<file path="src/rtl/mem_access_ctrl.sv">
// Memory-stage data-access controller: issues one cache request per EX/MEM
// instruction, stalls until dhit, and tracks halt/misalign/timeout status.
module mem_access_ctrl #(
    parameter int          WAIT_MAX = 64,
    parameter logic [31:0] ERR_WORD = 32'hBAD1BAD1
) (
    input  logic                       CLK,
    input  logic                       RST,
    input  logic                       ihit,
    input  logic                       dREN_in,
    input  logic                       dWEN_in,
    input  logic                       halt_in,
    input  logic [31:0]                aluresult_in,
    input  logic [31:0]                rdat2_in,
    input  logic                       dhit,
    input  logic [31:0]                dmemload,
    output logic                       dmemREN,
    output logic                       dmemWEN,
    output logic [31:0]                dmemaddr,
    output logic [31:0]                dmemstore,
    output logic [31:0]                dload_out,
    output logic                       mem_stall,
    output logic                       halted,
    output logic                       misalign_err,
    output logic                       timeout_err,
    output logic [$clog2(WAIT_MAX):0]  wait_cnt
);

    // state | meaning
    // IDLE  | accept a new EX/MEM op, issue request in the same cycle
    // WAIT  | request outstanding, counting cycles until dhit or timeout
    // DONE  | op finished, pipeline frozen; requests masked until ihit
    // HALT  | processor halted; left only through reset
    localparam logic [1:0] S_IDLE = 2'd0;
    localparam logic [1:0] S_WAIT = 2'd1;
    localparam logic [1:0] S_DONE = 2'd2;
    localparam logic [1:0] S_HALT = 2'd3;

    localparam int           CW      = $clog2(WAIT_MAX) + 1;
    localparam logic [CW-1:0] CNT_MAX = CW'(WAIT_MAX);
    localparam logic [CW-1:0] CNT_ONE = CW'(1);

    logic [1:0]    r_state;
    logic [31:0]   r_dload;
    logic [CW-1:0] r_wait_cnt;
    logic          r_misalign_err;
    logic          r_timeout_err;
    logic          r_op_load;
    logic          r_op_store;

    logic w_acc;
    logic w_aligned;
    logic w_halted;
    logic w_req;
    logic w_ld;
    logic w_st;
    logic w_misalign;
    logic w_cnt_max;
    logic w_ren;
    logic w_wen;
    logic w_stall;
    logic w_capture;

    assign w_acc      = dREN_in | dWEN_in;
    assign w_aligned  = (aluresult_in[1:0] == 2'b00);
    assign w_halted   = (r_state == S_HALT);
    assign w_req      = w_acc & ~w_halted & w_aligned;
    // A simultaneous load and store request is treated as a store only.
    assign w_ld       = w_req & dREN_in & ~dWEN_in;
    assign w_st       = w_req & dWEN_in;
    assign w_misalign = w_acc & ~w_aligned & ~w_halted;
    assign w_cnt_max  = (r_wait_cnt == CNT_MAX);

    always_comb begin
        w_ren     = 1'b0;
        w_wen     = 1'b0;
        w_stall   = 1'b0;
        w_capture = 1'b0;
        case (r_state)
            S_IDLE: begin
                w_ren     = w_ld;
                w_wen     = w_st;
                w_stall   = w_req & ~dhit;
                w_capture = w_ld & dhit;
            end
            S_WAIT: begin
                // The request is withdrawn in the cycle the wait budget runs out.
                w_ren     = r_op_load & ~w_cnt_max;
                w_wen     = r_op_store & ~w_cnt_max;
                w_stall   = ~dhit;
                w_capture = r_op_load & dhit;
            end
            default: begin
                w_ren     = 1'b0;
                w_wen     = 1'b0;
                w_stall   = 1'b0;
                w_capture = 1'b0;
            end
        endcase
        if (RST) begin
            w_ren   = 1'b0;
            w_wen   = 1'b0;
            w_stall = 1'b0;
        end
    end

    always_ff @(posedge CLK) begin
        if (RST) begin
            r_state        <= S_IDLE;
            r_dload        <= 32'd0;
            r_wait_cnt     <= '0;
            r_misalign_err <= 1'b0;
            r_timeout_err  <= 1'b0;
            r_op_load      <= 1'b0;
            r_op_store     <= 1'b0;
        end else begin
            if (w_misalign) begin
                r_misalign_err <= 1'b1;
            end
            case (r_state)
                S_IDLE: begin
                    if (w_req) begin
                        r_op_load  <= w_ld;
                        r_op_store <= w_st;
                        if (dhit) begin
                            if (w_ld) begin
                                r_dload <= dmemload;
                            end
                            if (!ihit) begin
                                r_state <= S_DONE;
                            end
                        end else begin
                            r_state    <= S_WAIT;
                            r_wait_cnt <= CNT_ONE;
                        end
                    end else if (halt_in && ihit) begin
                        r_state <= S_HALT;
                    end
                end
                S_WAIT: begin
                    if (dhit) begin
                        if (r_op_load) begin
                            r_dload <= dmemload;
                        end
                        if (ihit) begin
                            r_state    <= S_IDLE;
                            r_wait_cnt <= '0;
                        end else begin
                            r_state <= S_DONE;
                        end
                    end else if (w_cnt_max) begin
                        if (r_op_load) begin
                            r_dload <= ERR_WORD;
                        end
                        r_timeout_err <= 1'b1;
                        r_state       <= S_DONE;
                    end else begin
                        r_wait_cnt <= r_wait_cnt + CNT_ONE;
                    end
                end
                S_DONE: begin
                    if (ihit) begin
                        r_wait_cnt <= '0;
                        r_state    <= halt_in ? S_HALT : S_IDLE;
                    end
                end
                default: begin
                    r_state <= S_HALT;
                end
            endcase
        end
    end

    assign dmemREN      = w_ren;
    assign dmemWEN      = w_wen;
    assign dmemaddr     = aluresult_in;
    assign dmemstore    = rdat2_in;
    assign dload_out    = w_capture ? dmemload : r_dload;
    assign mem_stall    = w_stall;
    assign halted       = w_halted;
    assign misalign_err = r_misalign_err;
    assign timeout_err  = r_timeout_err;
    assign wait_cnt     = r_wait_cnt;

endmodule

</file>
<file path="config.mk">
export PLATFORM = sky130hd
export DESIGN_NAME = mem_access_ctrl
export DESIGN_NICKNAME = d
export VERILOG_FILES = /design/src/rtl/mem_access_ctrl.sv
export SDC_FILE = /design/constraint.sdc
export NUM_CORES = 1
export LEC_CHECK = 0
export CAP_MARGIN = 10
export CORE_MARGIN = 8
export CORE_UTILIZATION = 35
export CTS_CLUSTER_DIAMETER = 120
export DETAILED_ROUTE_END_ITERATION = 16
export PLACE_DENSITY = 0.88
export SETUP_SLACK_MARGIN = 0.1
export SLEW_MARGIN = 20
export SYNTH_ARGS = -nofsm -noshare
export SYNTH_HDL_FRONTEND = slang
export SYNTH_SLANG_ARGS = --single-unit
</file>
<file path="constraint.sdc">
create_clock -name CLK -period 3.6 [get_ports CLK]
set_clock_uncertainty 0.15 [all_clocks]
set_input_delay 0.36 -clock CLK [delete_from_list [all_inputs] [get_ports CLK]]
set_output_delay 0.36 -clock CLK [all_outputs]
set_load 0.01 [all_outputs]
</file>
==> run metrics <==
core area around 0.0086 sq mm; worst path cell trace inv_1 > ha_2 > nor4b_4 > nand2_1 > o31ai_1 > nand2_1 > buf_6 > mux2_1 > clkdlybuf4s50_1; critical path launch point r_state[0]; Hold Vio Cnt, Final 0; Setup-failing EPs final 0; WS Path Type reg -> out; Req. time, crit path between 3 and 4 ns; wire per inst 17.4 um; Synth cell types 51; critical path launch point type flop; Max Fanout on Critical Path 32; Net Sw Power about 0.64 mW; first-pass GRT wire length approximately 12000 um; #FFs+latches synth 45; # fillers a little over 800; Final ANT Viol Nets 0; Pint about 1.2 mW; largest net degree at the start of global routing 33; fin cells 456; Starting Density a little over a third; Synth Cell Area 0.00304 sq mm; cts bufs inserted 5; antenna violations before repair 0; Hold EP r_dload[17]; Clock power frac 21.5%; Vias about 2500; Sink Count 45; worst setup margin 0.300 ns; CTS tree done; Post-synth EDFFs 0; synth warn 0; Worst Max-Slew Pin Slew roughly 0.95 ns; clock latency on the worst-skew pair just under 0.3 ns; Reg2Reg Setup Slack 0.91 ns; Die H approximately 110 um; status completed; Max VDD drop 0.254 mV; Final Cycle Share 91.7%; Max H-tree Level 2; Power Density 517 mW/mm^2; DIE WIDTH 109 um; ys async rst share 0%; worst reg2reg path endpoint r_dload[15]; data arrival time of the worst path 2.79 ns; setup_tns 0 ns; die area about 0.012 sq mm; maxcap violations 0; M3 GR Usage 4.73%; Reg power frac between 30% and 40%; PnR Total Power around 1.9 mW; CP most frequent cell nand2_1; drt drc 0; max_slew headroom between 30% and 40%; CP max stage delay about 0.50 ns; Final HPWL DP 5860 um; f_max 303 MHz; 1st-iter DRT viols 65; row count 34; Area Overhead vs Synth 19.0%; global router's overall resource usage 12.7%; Buffers on Ports 87; switching share of total power 34.4%; Comb pwr share 45.0%; DP Worst Slack 0.349 ns; met1 Use GR 13.6%; reg2reg path depth 6; Clock Path Buffers 2; Hold Path Class reg -> reg; clock root cell clkbuf_8; max-slew violations 0; Inst Count DP approximately 450; Detailed Route WL between 7000 and 8000 um; Slowest-stage cell, CP clkdlybuf4s50_1; diode count 0; FF-to-FF Start r_state[1]; DR pass1 iterations 4; worst hold start r_dload[17]; Tmin final between 3 and 4 ns; total I/O pin count around 210; sequential element share of the synthesized area 29.6%; Hold Crit Depth 2; fraction of layout cells with a size suffix above 1 roughly a fifth; vias in the first global route 2519; post-synth top area cell dfxtp_1; Leak between 1 and 1.5 nW; final net count 457; busiest grt layer met2; gpl congestion 0.859; Net Count, Synth 439; post-synthesis cell count 329; Avg Vias per Cell between 5 and 6; Crit. End Element output port; hold_ws 0.308 ns; most area-consuming cells after synthesis dfxtp_1 (30%), buf_4 (16%), mux2_2 (11%); ys flop type dfxtp_1; Clk pin slew, worst setup/hold paths 0.09 ns; syn avg cell area 9.24 sq um; met2 GRT Util 22.4%; RSZ-0062 raised after global routing no; post-synth top area share 29.6%; Overflow after GRT 0
==> through the flow <==
step	utilization (%)	instance area, sq um
final	42.1	3620
after global routing	42.1	3620
after CTS	42.0	3610
after detailed placement	40.6	3490
after global placement	40.6	3490
after floorplan	-	3040
==> Yosys cell counts, drive strengths merged (2+ instances only) <==
cell,count
clkbuf,8
nand4b,2
o211ai,3
o21ai,5
mux2,32
clkinv,2
nor3,5
ha,7
inv,6
o221a,18
mux2i,15
or2,2
nand3,5
a31oi,3
o21a,3
nand2,43
dfxtp,45
a21oi,13
o31ai,2
buf,73
a211oi,4
nor2,8
nand2b,3
o22ai,2
==> power groups by stage <==
| stage | registers (mW) | clock network (mW) | logic [mW] |
|---|---|---|---|
| CTS | 0.625 | 0.423 | 0.843 |
| finish | 0.626 | 0.403 | 0.842 |
| detailed placement | 0.636 | 0 | 0.836 |
| global placement | 0.633 | 0 | 0.815 |
| global route | 0.638 | 0.447 | 0.912 |
| floorplan | 0.627 | 0 | 0.628 |
==> layer usage <==
| layer | up-vias | wire [um] |
|---|---|---|
| met2 | 107 | 3990 |
| met3 | 23 | 740 |
| met5 | - | 0 |
| met4 | 0 | 129 |
| li1 | 1155 | - |
| met1 | 1166 | 3090 |
==> flip-flops by register name, summed over array words and instances, names as in the netlist <==
signal	count
r_dload	32
wait_cnt	7
timeout_err	1
r_state	2
misalign_err	1
r_op_store	1
r_op_load	1
==> worst max-delay path: cells and delay by family (launching register included) <==
family | cells | cell delay, ns
buf+inv | 3 | 0.81
simple gates | 3 | 0.49
mux | 1 | 0.34
compound gates | 1 | 0.25
flops | 1 | 0.35
fa+ha+maj | 1 | 0.25
==> area by class of cell <==
| type | instances | area (sq um) | share of cell area [%] |
|---|---|---|---|
| multi-input cells | 195 | 1520 | 42.0 |
| repair buffers | 92 | 912 | 25.2 |
| flip-flops and latches | 45 | 901 | 24.9 |
| well taps | 108 | 135 | 3.73 |
| clock buffers | 6 | 82.6 | 2.28 |
| clock inverters | 2 | 37.5 | 1.04 |
| inverters | 8 | 30.0 | 0.830 |
==> how the worst max path moves through the flow <==
stage                    endpoint  slack (ns)  cells past startpoint
finish              dload_out[27]        0.30                      9
global route        dload_out[27]        0.15                      9
floorplan           dload_out[20]        1.04                      7
detailed placement  dload_out[27]        0.35                      8
global placement    dload_out[20]        0.45                      8
CTS                 dload_out[27]        0.16                      8
==> placed cells by master, fill, tap and decap left out, types with 2 or more instances in the layout <==
cell,synthesis,final
o211ai_1,2,2
a21oi_1,13,13
buf_4,64,4
inv_1,6,6
nand3_1,5,5
nor3_1,5,5
o22ai_1,2,2
ha_2,0,2
clkbuf_8,0,6
nor2_1,8,7
o21a_1,3,3
a31oi_1,3,3
dfxtp_1,45,45
nand4b_1,2,2
o31ai_1,2,2
ha_1,7,5
mux2_1,3,3
clkinv_1,2,2
nand2_1,43,43
clkdlybuf4s50_1,0,87
o221a_2,18,18
nand2b_1,3,3
a211oi_1,4,4
o21ai_0,5,5
mux2_2,29,29
mux2i_1,15,15
==> kinds of logic after synthesis <==
family | Yosys count | synth area share, %
adders and majority gates | 7 | 2.88
DFF | 45 | 29.6
muxes | 47 | 16.8
and+or+nand+nor | 76 | 12.5
buffers and inverters | 89 | 20.6
AOI/OAI and AO/OA | 65 | 17.6
==> timing repair <==
| action | CTS | global route |
|---|---|---|
| hold buffers | 0 | 0 |
| setup buffers | 0 | 0 |
| endpoints found under the setup margin | 0 | 32 |
| resized for setup | 0 | 3 |
Note: power is estimated with default switching activity, not from simulation.
